### config.mk
export PLATFORM = sky130hd
export DESIGN_NAME = i2s_tx_sequencer
export DESIGN_NICKNAME = d
export VERILOG_FILES = /design/src/rtl/i2s_tx_sequencer.sv
export SDC_FILE = /design/constraint.sdc
export NUM_CORES = 1
export LEC_CHECK = 0
export ABC_AREA = 1
export ABC_CLOCK_PERIOD_IN_PS = 2900
export CORE_MARGIN = 2
export CORE_UTILIZATION = 50
export CTS_CLUSTER_DIAMETER = 50
export DETAILED_ROUTE_END_ITERATION = 10
export PLACE_DENSITY_LB_ADDON = 0.2
export RECOVER_POWER = 100
export SYNTH_ARGS = -nofsm -noshare
export SYNTH_HDL_FRONTEND = slang
export SYNTH_SLANG_ARGS = --single-unit
### constraint.sdc
create_clock -name clk -period 2.9 [get_ports clk]
set_clock_uncertainty 0.2 [all_clocks]
set_input_delay 0.29 -clock clk [delete_from_list [all_inputs] [get_ports clk]]
set_output_delay 0.29 -clock clk [all_outputs]
set_load 0.1 [all_outputs]
### src/rtl/i2s_tx_sequencer.sv
`default_nettype none
// ============================================================================
// Module      : i2s_tx_sequencer
// Description : I2S master sequencer. Generates sck/ws, buffers one stereo
//               sample and presents it to the shift core once per frame.
// Revision    : 1.0 - initial release
// ============================================================================
module i2s_tx_sequencer #(
    parameter int DW    = 16,
    parameter int DIV_W = 8
) (
    input  logic             clk,
    input  logic             reset_n,
    input  logic             enable,
    input  logic [DIV_W-1:0] clk_div,
    input  logic             s_valid,
    output logic             s_ready,
    input  logic [DW-1:0]    s_left,
    input  logic [DW-1:0]    s_right,
    input  logic             underrun_clr,
    output logic             sck,
    output logic             ws,
    output logic [DW-1:0]    data_left,
    output logic [DW-1:0]    data_right,
    output logic             frame_start,
    output logic             underrun
);

    localparam int               c_BIT_W = (DW > 1) ? $clog2(DW) : 1;
    localparam logic [c_BIT_W-1:0] c_LAST = c_BIT_W'(DW - 1);

    localparam logic [1:0] c_IDLE = 2'd0;
    localparam logic [1:0] c_RUN  = 2'd1;
    localparam logic [1:0] c_STOP = 2'd2;

    logic [1:0]         r_state;
    logic [DIV_W-1:0]   r_div_q;
    logic [DIV_W-1:0]   r_div_cnt;
    logic [c_BIT_W-1:0] r_bit_cnt;
    logic               r_pend_valid;
    logic [DW-1:0]      r_pend_left;
    logic [DW-1:0]      r_pend_right;

    logic w_tick;
    logic w_fall;
    logic w_frame;
    logic w_accept;
    logic w_underrun_set;

    assign w_tick         = (r_div_cnt == r_div_q);
    assign w_fall         = w_tick & sck;
    // A frame begins on the sck falling edge that returns ws from right to left
    assign w_frame        = w_fall & (r_bit_cnt == c_LAST) & ws;
    assign s_ready        = (r_state == c_RUN) & ~r_pend_valid;
    assign w_accept       = s_valid & s_ready;
    assign w_underrun_set = (r_state == c_RUN) & w_frame & ~r_pend_valid;

    always_ff @(posedge clk) begin
        if (!reset_n) begin
            r_state      <= c_IDLE;
            r_div_q      <= '0;
            r_div_cnt    <= '0;
            r_bit_cnt    <= '0;
            r_pend_valid <= 1'b0;
            r_pend_left  <= '0;
            r_pend_right <= '0;
            sck          <= 1'b0;
            ws           <= 1'b0;
            data_left    <= '0;
            data_right   <= '0;
            frame_start  <= 1'b0;
            underrun     <= 1'b0;
        end else begin
            frame_start <= 1'b0;

            if (w_accept) begin
                r_pend_valid <= 1'b1;
                r_pend_left  <= s_left;
                r_pend_right <= s_right;
            end

            case (r_state)
                c_IDLE: begin
                    sck <= 1'b0;
                    ws  <= 1'b0;
                    if (enable) begin
                        r_state   <= c_RUN;
                        r_div_q   <= clk_div;
                        ws        <= 1'b1;
                        r_bit_cnt <= c_LAST;
                        r_div_cnt <= '0;
                    end
                end
                default: begin
                    if (w_tick) begin
                        sck       <= ~sck;
                        r_div_cnt <= '0;
                    end else begin
                        r_div_cnt <= r_div_cnt + 1'b1;
                    end

                    if (w_fall) begin
                        if (r_bit_cnt == c_LAST) begin
                            r_bit_cnt <= '0;
                            ws        <= ~ws;
                        end else begin
                            r_bit_cnt <= r_bit_cnt + 1'b1;
                        end
                    end

                    if (r_state == c_RUN) begin
                        if (!enable) begin
                            r_state <= c_STOP;
                        end
                        if (w_frame) begin
                            frame_start <= 1'b1;
                            if (r_pend_valid) begin
                                data_left    <= r_pend_left;
                                data_right   <= r_pend_right;
                                r_pend_valid <= 1'b0;
                            end else begin
                                data_left  <= '0;
                                data_right <= '0;
                            end
                        end
                    end else begin
                        // Stopping: the pending sample is kept for the next run
                        if (w_frame) begin
                            r_state    <= c_IDLE;
                            sck        <= 1'b0;
                            ws         <= 1'b0;
                            data_left  <= '0;
                            data_right <= '0;
                        end else if (enable) begin
                            r_state <= c_RUN;
                        end
                    end
                end
            endcase

            if (w_underrun_set) begin
                underrun <= 1'b1;
            end else if (underrun_clr) begin
                underrun <= 1'b0;
            end
        end
    end

endmodule
`default_nettype wire

==> results by group <==
Run status
  • Status: complete, no violations

CTS
  • Hold_buf cts: 0
  • H-tree lvl count: 3
  • Clk sinks: between 90 and 100
  • Clk buf depth: 2
  • Cts bufs inserted: 9
  • Clock root buffer master: clkbuf_8
  • Worst skew pair latency: 0.36 ns
  • Cts repair resizes: 0
  • Post-CTS Setup Bufs: 0
  • CTS clk-pin slew, worst paths: ~0.09 ns
  • CTS tree: built

Worst hold path
  • Hold Crit Class: reg -> reg
  • WHS Path Cells: 2
  • Hold Path End: r_pend_right[12]
  • Worst hold start: r_pend_right[12]

Power and ir drop
  • Pint: approximately 2000 µW
  • Sw Share: between 20% and 30%
  • P_sw: 599.7 µW
  • Pwr/cell area: 575.8 nW/µm²
  • Seq pwr share: ~52%
  • Peak supply drop: 0.2952 mV
  • Pwr Total: around 2600 µW
  • Comb pwr share: about 9.0%
  • Clock power share: roughly two fifths
  • Leak Pwr: 0.001702 µW

Yosys
  • Post-synthesis area per instance: around 7.6 µm²
  • Adder-Cell Fraction of Synth Area: ~1.0%
  • Mapped Cells: 480
  • Top-count cell post-synth: dfxtp_1
  • Post-synth EDFFs: 0
  • Synth top cells by count: 91 x dfxtp_1, 90 x nand2_1, 75 x nor2_1, 62 x o21ai_0, 50 x a21oi_1
  • Leading area contributor after synthesis: dfxtp_1
  • Compound-cell area share of the yosys netlist: 15.86%
  • Multiplexer area fraction after synthesis: 0%
  • Yosys cell types: 26
  • Top cells by area, synth: dfxtp_1 50%, nand2_1 9.2%, o21ai_0 8.5%
  • FF+latch count, synth: 91
  • Net Count, Synth: 528
  • Synth warn: 0
  • Post-Synth XOR/XNOR Area: less than 1%
  • Synthesized area: 3654 µm²
  • Asr flop ratio synth: 0%
  • Post-Synth Simple-Gate Area: between 20 and 25%
  • Ys flop type: dfxtp_1
  • Largest family of logic cells by synthesized area: simple AND/OR/NAND/NOR gates
  • Top cell type's share of synthesized area: 49.86%
  • Sequential share of the synthesized area: between 40% and 50%

Global routing
  • Met2 Track Usage GR: a little over a third
  • Total Routing Usage GR: 20.81%
  • Total global routing overflow: 0
  • Initial antenna violation count: 0
  • Met3 Track Usage GR: 4.063%
  • First-pass GRT wire length: between 10,000 and 15,000 µm
  • Met1 Use GR: roughly a quarter
  • Number of global-route vias before repair: ~3,000
  • GRT busiest layer: met2
  • Pin count of the biggest net entering global routing: 51

Die
  • Die W: roughly 89 µm
  • Die ar.: between 8000 and 9000 µm²
  • Core Region: 7176 µm²
  • Rows: 31
  • Initial Util: between 50 and 60%
  • Height of the die: between 80 and 90 µm
  • IO Count: 82

STA
  • Final setup vio count: 0
  • Slew margin rel.: 21.73%
  • Fin crit period: 2.547 ns
  • Pins Over Slew Limit: 0
  • Worst Tran Pin Value: 1.179 ns
  • Hold Vio Cnt, Final: 0
  • Setup TNS: 0 ns
  • Fmax: 0.3927 GHz
  • RSZ-0062 raised after global routing: no
  • Final critical-path share of the clock period: between 80% and 90%

Placed design
  • IO Port Bufs: between 80 and 90
  • Gpl congestion: about 0.85
  • HPWL after DPL: between 5000 and 6000 µm

Route
  • Total wire length: just over 8000 µm
  • Post-detailed-route count of antenna-violating nets: 0
  • Total vias in the final route: 3,277
  • Wire per inst: 12.37 µm
  • Drt first pass iters: 4
  • Via-to-Cell Ratio: 5.011
  • DRC: 0
  • Iter 0 DRT Violations: around 130

Flow run
  • Max cap viols: 0

Critical path
  • RR Startpoint: r_div_cnt[0]
  • Worst reg2reg endpoint: data_right[1]
  • Worst reg2reg path depth: 15
  • Critical path required time: just under 3 ns
  • WS Path Type: reg -> reg
  • Crit path DAT: around 2.6 ns
  • Internal reg-to-reg setup slack: 0.35 ns
  • Crit end category: flip-flop
  • CP startpoint kind: flip-flop
  • Crit path max fanout: 26

Final layout
  • Fill cells: 694
  • Antenna Cells: 0
  • Ratio of cells with drive above 1 in the final layout: 5.225%
  • Area growth from synthesis to layout: 21.88%
  • Nets: between 500 and 600
==> cell families after synthesis <==
kind of cell,Yosys count
AO/OA/AOI/OAI,114
XOR/XNOR,3
flip-flops,91
adder cells (fa/ha/maj),3
buffers and inverters,63
AND/OR/NAND/NOR,206
==> placed cells by master, fill, tap and decap left out <==
cell type / n
clkbuf_8: 9
ha_1: 3
o221a_2: 1
nand2_4: 1
nor3_1: 1
o21ai_0: 62
nand4_1: 12
inv_1: 36
buf_4: 3
clkdlybuf4s50_1: 44
nand3b_1: 1
o31ai_1: 1
nor2_4: 2
nand2_1: 92
a21oi_1: 50
clkinvlp_4: 2
nor2_1: 78
buf_1: 1
nand3_2: 1
clkbuf_1: 36
inv_6: 1
dfxtp_1: 91
nand2_2: 2
nand3_1: 15
nor2_8: 1
inv_2: 2
clkbuf_2: 1
xnor2_1: 3
bufinv_16: 3
==> routing by layer <==
| layer | up-vias | wire [µm] |
|---|---|---|
| met2 | 63 | 3927 |
| met1 | 1508 | 3717 |
| li1 | 1694 | - |
| met3 | 12 | 301 |
| met5 | - | 0 |
| met4 | 0 | 147 |
==> power groups by stage <==
stage	clock, µW	sequential [µW]	combinational [µW]
after floorplan	0	1350	141
after global placement	0	1350	234
after detailed placement	0	1350	239
after CTS	1030	1320	240
after global routing	1080	1330	259
final	1010	1320	232
==> stage by stage <==
step | hold slack, ns | instance area [µm²] | setup slack (ns) | utilization, % | cells
after detailed placement | 0.2458 | 4379 | 0.4136 | 61.03 | 639
after global routing | 0.2780 | 4453 | 0.08484 | 62.06 | 654
final | 0.2530 | 4453 | 0.3535 | 62.06 | 654
after CTS | 0.2575 | 4617 | 0.3877 | 64.34 | 654
after global placement | 0.2413 | 4379 | 0.5077 | 61.03 | 639
after floorplan | 0.2246 | 3654 | 0.5888 | - | 480
==> state kept, by name (all words and copies together) (netlist names) <==
signal / cells
r_pend_right: 16
data_right: 16
data_left: 16
r_state: 2
r_pend_left: 16
frame_start: 1
r_div_cnt: 8
r_pend_valid: 1
r_div_q: 8
ws: 1
sck: 1
r_bit_cnt: 4
underrun: 1
==> critical path, cell delays in order (launching register included) <==
cell	delay, ns
dfxtp_1	0.35
inv_1	0.14
nand2_1	0.08
nand2_1	0.06
nand2_1	0.05
nor2_1	0.11
nand2_1	0.20
inv_1	0.11
ha_1	0.14
inv_1	0.07
nor2_4	0.13
nand2_4	0.09
nor2_8	0.26
inv_2	0.25
nand2_1	0.13
a21oi_1	0.06
==> how the worst max path moves through the flow <==
| stage | depth (start not counted) | slack, ns | from | to |
|---|---|---|---|---|
| 6_report | 15 | 0.35 | r_div_cnt[0] | data_right[1] |
| 5_1_grt | 15 | 0.08 | r_div_cnt[0] | data_left[13] |
| 4_1_cts | 15 | 0.39 | r_div_cnt[0] | data_right[1] |
| 3_5_place_dp | 15 | 0.41 | r_div_cnt[0] | data_right[5] |
| 3_3_place_gp | 13 | 0.51 | r_div_cnt[3] | data_right[3] |
| 2_1_floorplan | 9 | 0.59 | sck | data_left[1] |
==> layout make-up <==
| class | instances | area (µm²) | area share, % |
|---|---|---|---|
| Clock inverter | 6 | 113.9 | 2.557 |
| Clock buffer | 9 | 123.9 | 2.782 |
| Sequential cell | 91 | 1822 | 40.91 |
| Multi-Input combinational cell | 326 | 1520 | 34.14 |
| Inverter | 38 | 142.6 | 3.203 |
| Timing Repair Buffer | 85 | 606.8 | 13.63 |
| Tap cell | 99 | 123.9 | 2.782 |
No activity file was read; power rests on OpenSTA's default activity.
